## src/rtl/idma_reg64_launcher_pkg.sv

```systemverilog
// Shared types, FSM states and register map of the 64-bit iDMA register launcher.
// IDMA_REG64_LAUNCHER_WAIT_DONE_EN adds the DONE polling states.
package idma_reg64_launcher_pkg;

  typedef struct packed {
    logic [63:0] src_addr;
    logic [63:0] dst_addr;
    logic [63:0] length;
    logic        decouple;
    logic        deburst;
  } job_t;

  // Default register_interface flavour with 64-bit data.
  typedef struct packed {
    logic [63:0] addr;
    logic        write;
    logic [63:0] wdata;
    logic [7:0]  wstrb;
    logic        valid;
  } reg64_req_t;

  typedef struct packed {
    logic [63:0] rdata;
    logic        error;
    logic        ready;
  } reg64_rsp_t;

  localparam logic [63:0] RegOffSrc    = 64'h00;
  localparam logic [63:0] RegOffDst    = 64'h08;
  localparam logic [63:0] RegOffLen    = 64'h10;
  localparam logic [63:0] RegOffConf   = 64'h18;
  localparam logic [63:0] RegOffStatus = 64'h20;
  localparam logic [63:0] RegOffNextId = 64'h28;
  localparam logic [63:0] RegOffDone   = 64'h30;

  localparam int unsigned ConfDecoupleBit = 0;
  localparam int unsigned ConfDeburstBit  = 1;
  localparam logic [7:0]  WstrbAll        = 8'hFF;

  typedef enum logic [3:0] {
    StIdle,
    StWrSrc,
    StWrDst,
    StWrLen,
    StWrConf,
    StRdId,
    StResp
`ifdef IDMA_REG64_LAUNCHER_WAIT_DONE_EN
    ,
    StPollWait,
    StPollRd
`endif
  } state_e;

  function automatic logic [63:0] conf_word(input logic decouple, input logic deburst);
    logic [63:0] w;
    w                  = '0;
    w[ConfDecoupleBit] = decouple;
    w[ConfDeburstBit]  = deburst;
    return w;
  endfunction

  // Wrap-safe "done has caught up with id": sign of the 64-bit difference.
  function automatic logic done_reached(input logic [63:0] done, input logic [63:0] id);
    logic [63:0] diff;
    diff = done - id;
    return ~diff[63];
  endfunction

endpackage

```

## src/rtl/idma_reg64_launcher.sv

```systemverilog
// Programs a 64-bit iDMA register frontend for one job at a time and returns the transfer ID.
// Optional IDMA_REG64_LAUNCHER_WAIT_DONE_EN: poll DONE until the transfer has completed.
module idma_reg64_launcher
  import idma_reg64_launcher_pkg::*;
#(
  parameter logic [63:0] RegBase   = 64'h0,
  parameter int unsigned PollGap   = 4,
  parameter type         reg_req_t = reg64_req_t,
  parameter type         reg_rsp_t = reg64_rsp_t
) (
  input  logic        clk_i,
  input  logic        rst_ni,
  input  job_t        job_i,
  input  logic        job_valid_i,
  output logic        job_ready_o,
  output logic [63:0] id_o,
  output logic        id_err_o,
  output logic        id_valid_o,
  input  logic        id_ready_i,
  output reg_req_t    reg_req_o,
  input  reg_rsp_t    reg_rsp_i,
  output logic        busy_o
);

  if (PollGap == 0) begin : gen_bad_poll_gap
    $error("PollGap must be at least 1");
  end

  state_e      state_q, state_d;
  job_t        job_q, job_d;
  logic [63:0] id_q, id_d;
  logic        id_err_q, id_err_d;
  logic        id_valid_q, id_valid_d;
  logic        job_ready_q, job_ready_d;
  reg_req_t    req;
  logic        beat_done, beat_err;

`ifdef IDMA_REG64_LAUNCHER_WAIT_DONE_EN
  localparam int unsigned GapW = (PollGap > 1) ? $clog2(PollGap + 1) : 1;
  logic [GapW-1:0] gap_q, gap_d;
`endif

  function automatic reg_req_t make_req(input logic [63:0] off, input logic write,
                                        input logic [63:0] wdata);
    reg_req_t r;
    r       = '0;
    r.addr  = RegBase + off;
    r.write = write;
    r.wdata = wdata;
    r.wstrb = write ? WstrbAll : 8'h00;
    r.valid = 1'b1;
    return r;
  endfunction

  // Bus request is a pure decode of registered state, so it is stable while a beat waits.
  always_comb begin
    req = '0;
    unique case (state_q)
      StWrSrc:  req = make_req(RegOffSrc, 1'b1, job_q.src_addr);
      StWrDst:  req = make_req(RegOffDst, 1'b1, job_q.dst_addr);
      StWrLen:  req = make_req(RegOffLen, 1'b1, job_q.length);
      StWrConf: req = make_req(RegOffConf, 1'b1, conf_word(job_q.decouple, job_q.deburst));
      StRdId:   req = make_req(RegOffNextId, 1'b0, 64'h0);
`ifdef IDMA_REG64_LAUNCHER_WAIT_DONE_EN
      StPollRd: req = make_req(RegOffDone, 1'b0, 64'h0);
`endif
      default:  req = '0;
    endcase
  end

  assign beat_done = req.valid && reg_rsp_i.ready;
  assign beat_err  = beat_done && reg_rsp_i.error;

  always_comb begin
    state_d     = state_q;
    job_d       = job_q;
    id_d        = id_q;
    id_err_d    = id_err_q;
    id_valid_d  = id_valid_q;
    job_ready_d = job_ready_q;
`ifdef IDMA_REG64_LAUNCHER_WAIT_DONE_EN
    gap_d       = gap_q;
`endif

    unique case (state_q)
      StIdle: begin
        if (job_valid_i && job_ready_q) begin
          job_d       = job_i;
          job_ready_d = 1'b0;
          if (job_i.length == 64'h0) begin
            // The frontend would hand back ID 0, so skip the bus entirely.
            state_d    = StResp;
            id_d       = 64'h0;
            id_err_d   = 1'b1;
            id_valid_d = 1'b1;
          end else begin
            state_d = StWrSrc;
          end
        end
      end
      StWrSrc:  if (beat_done) state_d = StWrDst;
      StWrDst:  if (beat_done) state_d = StWrLen;
      StWrLen:  if (beat_done) state_d = StWrConf;
      StWrConf: if (beat_done) state_d = StRdId;
      StRdId: begin
        if (beat_done) begin
          id_d = reg_rsp_i.rdata;
`ifdef IDMA_REG64_LAUNCHER_WAIT_DONE_EN
          state_d = StPollWait;
          gap_d   = GapW'(PollGap);
`else
          state_d    = StResp;
          id_err_d   = 1'b0;
          id_valid_d = 1'b1;
`endif
        end
      end
`ifdef IDMA_REG64_LAUNCHER_WAIT_DONE_EN
      StPollWait: begin
        if (gap_q <= GapW'(1)) begin
          state_d = StPollRd;
        end else begin
          gap_d = gap_q - GapW'(1);
        end
      end
      StPollRd: begin
        if (beat_done) begin
          if (done_reached(reg_rsp_i.rdata, id_q)) begin
            state_d    = StResp;
            id_err_d   = 1'b0;
            id_valid_d = 1'b1;
          end else begin
            state_d = StPollWait;
            gap_d   = GapW'(PollGap);
          end
        end
      end
`endif
      StResp: begin
        if (id_ready_i) begin
          state_d     = StIdle;
          id_valid_d  = 1'b0;
          job_ready_d = 1'b1;
        end
      end
      default: state_d = StIdle;
    endcase

    // A bus error on any beat abandons the rest of the sequence.
    if (beat_err) begin
      state_d    = StResp;
      id_d       = 64'h0;
      id_err_d   = 1'b1;
      id_valid_d = 1'b1;
    end
  end

  always_ff @(posedge clk_i or negedge rst_ni) begin
    if (!rst_ni) begin
      state_q     <= StIdle;
      job_q       <= '0;
      id_q        <= 64'h0;
      id_err_q    <= 1'b0;
      id_valid_q  <= 1'b0;
      job_ready_q <= 1'b1;
`ifdef IDMA_REG64_LAUNCHER_WAIT_DONE_EN
      gap_q       <= '0;
`endif
    end else begin
      state_q     <= state_d;
      job_q       <= job_d;
      id_q        <= id_d;
      id_err_q    <= id_err_d;
      id_valid_q  <= id_valid_d;
      job_ready_q <= job_ready_d;
`ifdef IDMA_REG64_LAUNCHER_WAIT_DONE_EN
      gap_q       <= gap_d;
`endif
    end
  end

  assign reg_req_o   = req;
  assign job_ready_o = job_ready_q;
  assign id_o        = id_q;
  assign id_err_o    = id_err_q;
  assign id_valid_o  = id_valid_q;
  assign busy_o      = (state_q != StIdle);

endmodule

```

## config.mk

```make
export PLATFORM = sky130hd
export DESIGN_NAME = idma_reg64_launcher
export DESIGN_NICKNAME = d
export VERILOG_FILES = /design/src/rtl/idma_reg64_launcher_pkg.sv /design/src/rtl/idma_reg64_launcher.sv
export SDC_FILE = /design/constraint.sdc
export NUM_CORES = 1
export LEC_CHECK = 0
export ABC_CLOCK_PERIOD_IN_PS = 3300
export CAP_MARGIN = 15
export CORE_AREA = 2 2 184 186
export CTS_CLUSTER_DIAMETER = 200
export DETAILED_ROUTE_END_ITERATION = 8
export DIE_AREA = 0 0 186 188
export GPL_ROUTABILITY_DRIVEN = 1
export HOLD_SLACK_MARGIN = 0.12
export MAX_ROUTING_LAYER = met4
export PLACE_DENSITY_LB_ADDON = 0.05
export SYNTH_ARGS = -nofsm -noshare
export SYNTH_HDL_FRONTEND = slang
export SYNTH_SLANG_ARGS = --single-unit
```

## constraint.sdc

```tcl
create_clock -name clk_i -period 3.3 [get_ports clk_i]
set_input_delay 0.66 -clock clk_i [delete_from_list [all_inputs] [get_ports clk_i]]
set_output_delay 0.66 -clock clk_i [all_outputs]
set_load 0.01 [all_outputs]
```

# After elaboration in Yosys (flattened, before gate mapping)
# Index checks and enable logic that the tools add are counted.
totals:
  reg_bits: 265
  output_inout_bits: 206
op_classes:
  eq_ne: 16
  n_mux: 28
  n_reduce_logical: 14
op_table:
  columns: ["cell", "count"]
  rows:
  - ["80-bit case mux with 5 select lines", 1]
  - ["64-bit 2-to-1 mux", 4]
  - ["64-bit case mux with 2 select lines", 1]
  - ["64-bit zero test", 1]
  - ["4-bit 2-to-1 mux", 8]
  - ["4-bit case mux with 7 select lines", 1]
  - ["3-bit != test, second input constant", 8]
  - ["4-bit by 3-bit == test with 1-bit output, second input constant", 3]
  - ["1-bit 2-to-1 mux", 9]
  - ["4-bit by 2-bit == test with 1-bit output, second input constant", 2]
  - ["4-bit nonzero test", 2]
  - ["7-bit AND reduction", 1]
  - ["5-bit AND reduction", 1]
  - ["4-bit by 1-bit == test with 1-bit output, second input constant", 1]
  - ["4-bit zero test", 1]
  - ["2-bit != test, second input constant", 2]
  - ["1-bit case mux with 2 select lines", 2]
  - ["4-bit AND reduction", 1]
  - ["1-bit logical AND", 3]
  - ["3-bit 2-to-1 mux", 1]
  - ["1-bit case mux with 3 select lines", 1]
  - ["3-bit AND reduction", 1]
  - ["3-bit nonzero test", 1]
  - ["2-bit AND reduction", 1]
  - ["2-bit nonzero test", 1]

# Depth between registers and ports, before layout
logic_depth:
  ltp_word: 6
  ltp_mapped: 10

# Least setup slack after synthesis
# No wires, ideal clock.
synth_timing:
  kind: "flip-flop to output port"
  start: "register state_q[1]"
  end: "output reg_req_o[20] (netlist bit)"
  arrival_time_ps: 2181
  required_time_ps: 2640
  setup_slack_ps: 459
  path_stages_with_launch: 10
  path_cell_list: "dfrtp_1 buf_2 inv_1 ha_1 clkbuf_1 nand2b_1 nor2_1 clkbuf_1 a22oi_1 o21ai_0"
synth_rtl:
  columns: ["element", "line", "text"]
  rows:
  - ["from (decl)", "idma_reg64_launcher.sv:29", "state_e state_q, state_d;"]
  - ["from (signal assigned)", "idma_reg64_launcher.sv:160", "state_q <= StIdle;"]
  - ["from (signal assigned)", "idma_reg64_launcher.sv:170", "state_q <= state_d;"]
  - ["to (decl)", "idma_reg64_launcher.sv:20", "output reg_req_t reg_req_o,"]

==> run summary <==
vias in the first global route - 9349
Post-DRT Antenna Nets - 0
synthesized netlist cell count - 1000
internal power - 9.24 mW
pwr dens - 784 nW/um^2
switching part of the total - 33.5%
Starting Density - 36.9%
Crit. End Element - output pin
Switching Power - 4.66 mW
DRC - 0
CP Launch Point - state_q[1]
port bufs - 408
LEAKAGE - 8.52 nW
Clock power frac - 24.0%
fin crit period - 3190 ps
commonest cells after routing, fill and taps aside - clkdlybuf4s50_1, dfrtp_1, mux2_2, nor2_1
Unique masters post-synth - 40
post-DR vias/cell - 4.84
final hold vios - 0
Yosys reg bits - 264
Fillers - 3003
global-route wire length before repair - 57.6 mm
Fin Hold WS - 484 ps
clk sinks - 264
CTS Buf Count - 31
DP HPWL - 28.0 mm
pin count of the biggest net entering global routing - 77
Rows - 67
result of the run - finished, final reports clean
I/O pin count - 470
R2R Path Start - state_q[1]
FMAX - 313 MHz
CP Capture Point - reg_req_o[52]
ys flop type - dfrtp_1
DRT iter0 DRCs - 308
placed cells - 1817
final max-slew violation count - 0
total wire length - 38.7 mm
total iterations of the first detailed-routing run - 4
peak supply drop - 0.448 mV
worst reg-to-reg setup slack - 740 ps
Synth Area per Inst - 12.2 sq um
RSZ-0062 raised after global routing - true
worst r2r path cells - 8
CTS tree - done
r2r endpoint - id_o[19]
Die Y - 188 um
Post-synth ARST share - 100%
Synthesis Warnings - 0
maxcap violations - 0
final setup skew - 13.3 ps
setup TNS - 0 ps
share of power burned in registers - 36.0%
Final Cycle Share - 96.7%
CTS clk-pin slew, worst paths - 60 ps
Max Root-Sink Buffers - 3
Layout Nets - 1672
Arr. time, crit path - 2530 ps
crit path kind - reg -> out
core region area - 33100 sq um
commonest non-fill, non-tap cell in the layout - clkdlybuf4s50_1
die span in x - 186 um
Worst-Margin Slew - 657 ps
die area - 35000 sq um
total track usage - 22.4%
Seq/Total Area, Yosys - 54.0%
maximum net fanout on the critical path - 17
Comb pwr share - 40.1%
Hold Path Class - reg -> reg
initial antenna violation count - 11
total grt overflow - 0
Slew Limit Headroom - 56.2%
Critical Path RT - 2640 ps
GP Congestion - 0.834
CP Launch Type - flip-flop
Clock Latency Late Sink - 560 ps
Root Buffer - clkbuf_16
Non-Filler Instances - 1888
layout cell share with drive strength beyond 1 - 19.5%
H-tree depth - 1
Layout area overhead - 45.0%
final setup fails - 0
Post-synth EDFFs - 0
via count - 9130
routed length per instance - 20.5 um
Cell Area, Synth - 12200 sq um
-- synthesized netlist by cell type, types with 9 or more instances --
library cell  count  area, sq um
a22o_1           65          569
buf_6            11          124
nand2_1           9         33.8
buf_2            19         95.1
nor4_1           17          106
a21oi_1          65          325
clkbuf_1         23         86.3
nand3_1          12         60.1
dfrtp_1         263         6580
mux2i_1          55          551
buf_4            81          608
o21ai_0          12         60.1
mux2_1           15          169
a22oi_1          10         75.1
mux2_2          179         2020
nor2_1          122          458
-- worst max-delay path: stages, from the launching register on --
cell,delay (ps)
dfrtp_4,480
buf_4,210
nor2_2,140
nand2_1,90
nand2_1,110
nand2_2,90
buf_6,180
nor2_1,120
clkdlybuf4s50_1,550
-- how the worst min path moves through the flow --
stage | start | to | slack (ps) | depth (start not counted)
global placement | id_valid_o | id_valid_o | 460 | 2
finish | job_q[157] | job_q[157] | 480 | 1
detailed placement | job_q[159] | job_q[159] | 470 | 1
global route | id_o[13] | id_o[13] | 510 | 1
floorplan | rst_ni | id_err_o | 360 | 0
CTS | job_q[159] | job_q[159] | 490 | 1
-- layer usage --
layer	global-route usage [%]	up-vias	wire length, um
met4	6.06	0	845
li1	-	4272	-
met2	36.6	337	19100
met3	7.40	44	3630
met1	26.2	4477	15100
met5	-	-	0
-- stage by stage --
stage / worst slack [ps] / util (%) / instance area, sq um / total power, mW
after floorplan: 459 / - / 12500 / 8.23
after global placement: 39.2 / 50.2 / 16600 / 10.7
after detailed placement: 34.3 / 50.2 / 16600 / 10.7
after CTS: -71.6 / 53.2 / 17600 / 14.1
after global routing: -18.4 / 53.6 / 17700 / 14.8
final: 110 / 53.6 / 17700 / 13.9
-- registers in the layout, indices dropped and copies added (netlist names) --
| register | count |
|---|---|
| id_o | 64 |
| id_err_o | 1 |
| id_valid_o | 1 |
| job_ready_o | 1 |
| job_q | 194 |
| state_q | 3 |
-- logic make-up (layout without fill, tap and decap cells) --
kind of cell / count (synthesis) / in the layout / share of synthesized area, %
compound gates: 161 / 161 / 9.07
fa+ha+maj: 3 / 3 / 0.307
buf+inv: 143 / 512 / 7.74
flops: 264 / 264 / 54.0
mux: 249 / 249 / 22.4
other cells: 1 / 72 / 0.0307
simple gates: 179 / 179 / 6.46
-- power by group through the flow --
stage                     registers, mW  logic (mW)  clock network [mW]
after floorplan                    5.04        3.18                   0
after global placement             5.04        5.62                   0
after detailed placement           5.05        5.69                   0
after CTS                          5.00        5.67                3.42
after global routing               5.14        6.07                3.54
final                              5.00        5.57                3.33
-- layout make-up --
class	instances	area [sq um]	share of cell area (%)
Antenna cell	11	27.5	0.155
Multi-Input combinational cell	653	4940	27.8
Sequential cell	264	6610	37.3
Timing Repair Buffer	449	4600	25.9
Tap cell	448	561	3.16
Clock buffer	53	928	5.23
Clock inverter	4	52.6	0.296
Inverter	6	25.0	0.141
-- timing repair --
action / 4_1_cts / 5_1_grt
hold buffers: 1 / 0
pin swaps: 1 / 0
resized for setup: 39 / 56
endpoints found under the hold margin: 26 / 0
endpoints found under the setup margin: 70 / 47
setup buffers: 2 / 0
Note: power is estimated with default switching activity, not from simulation.
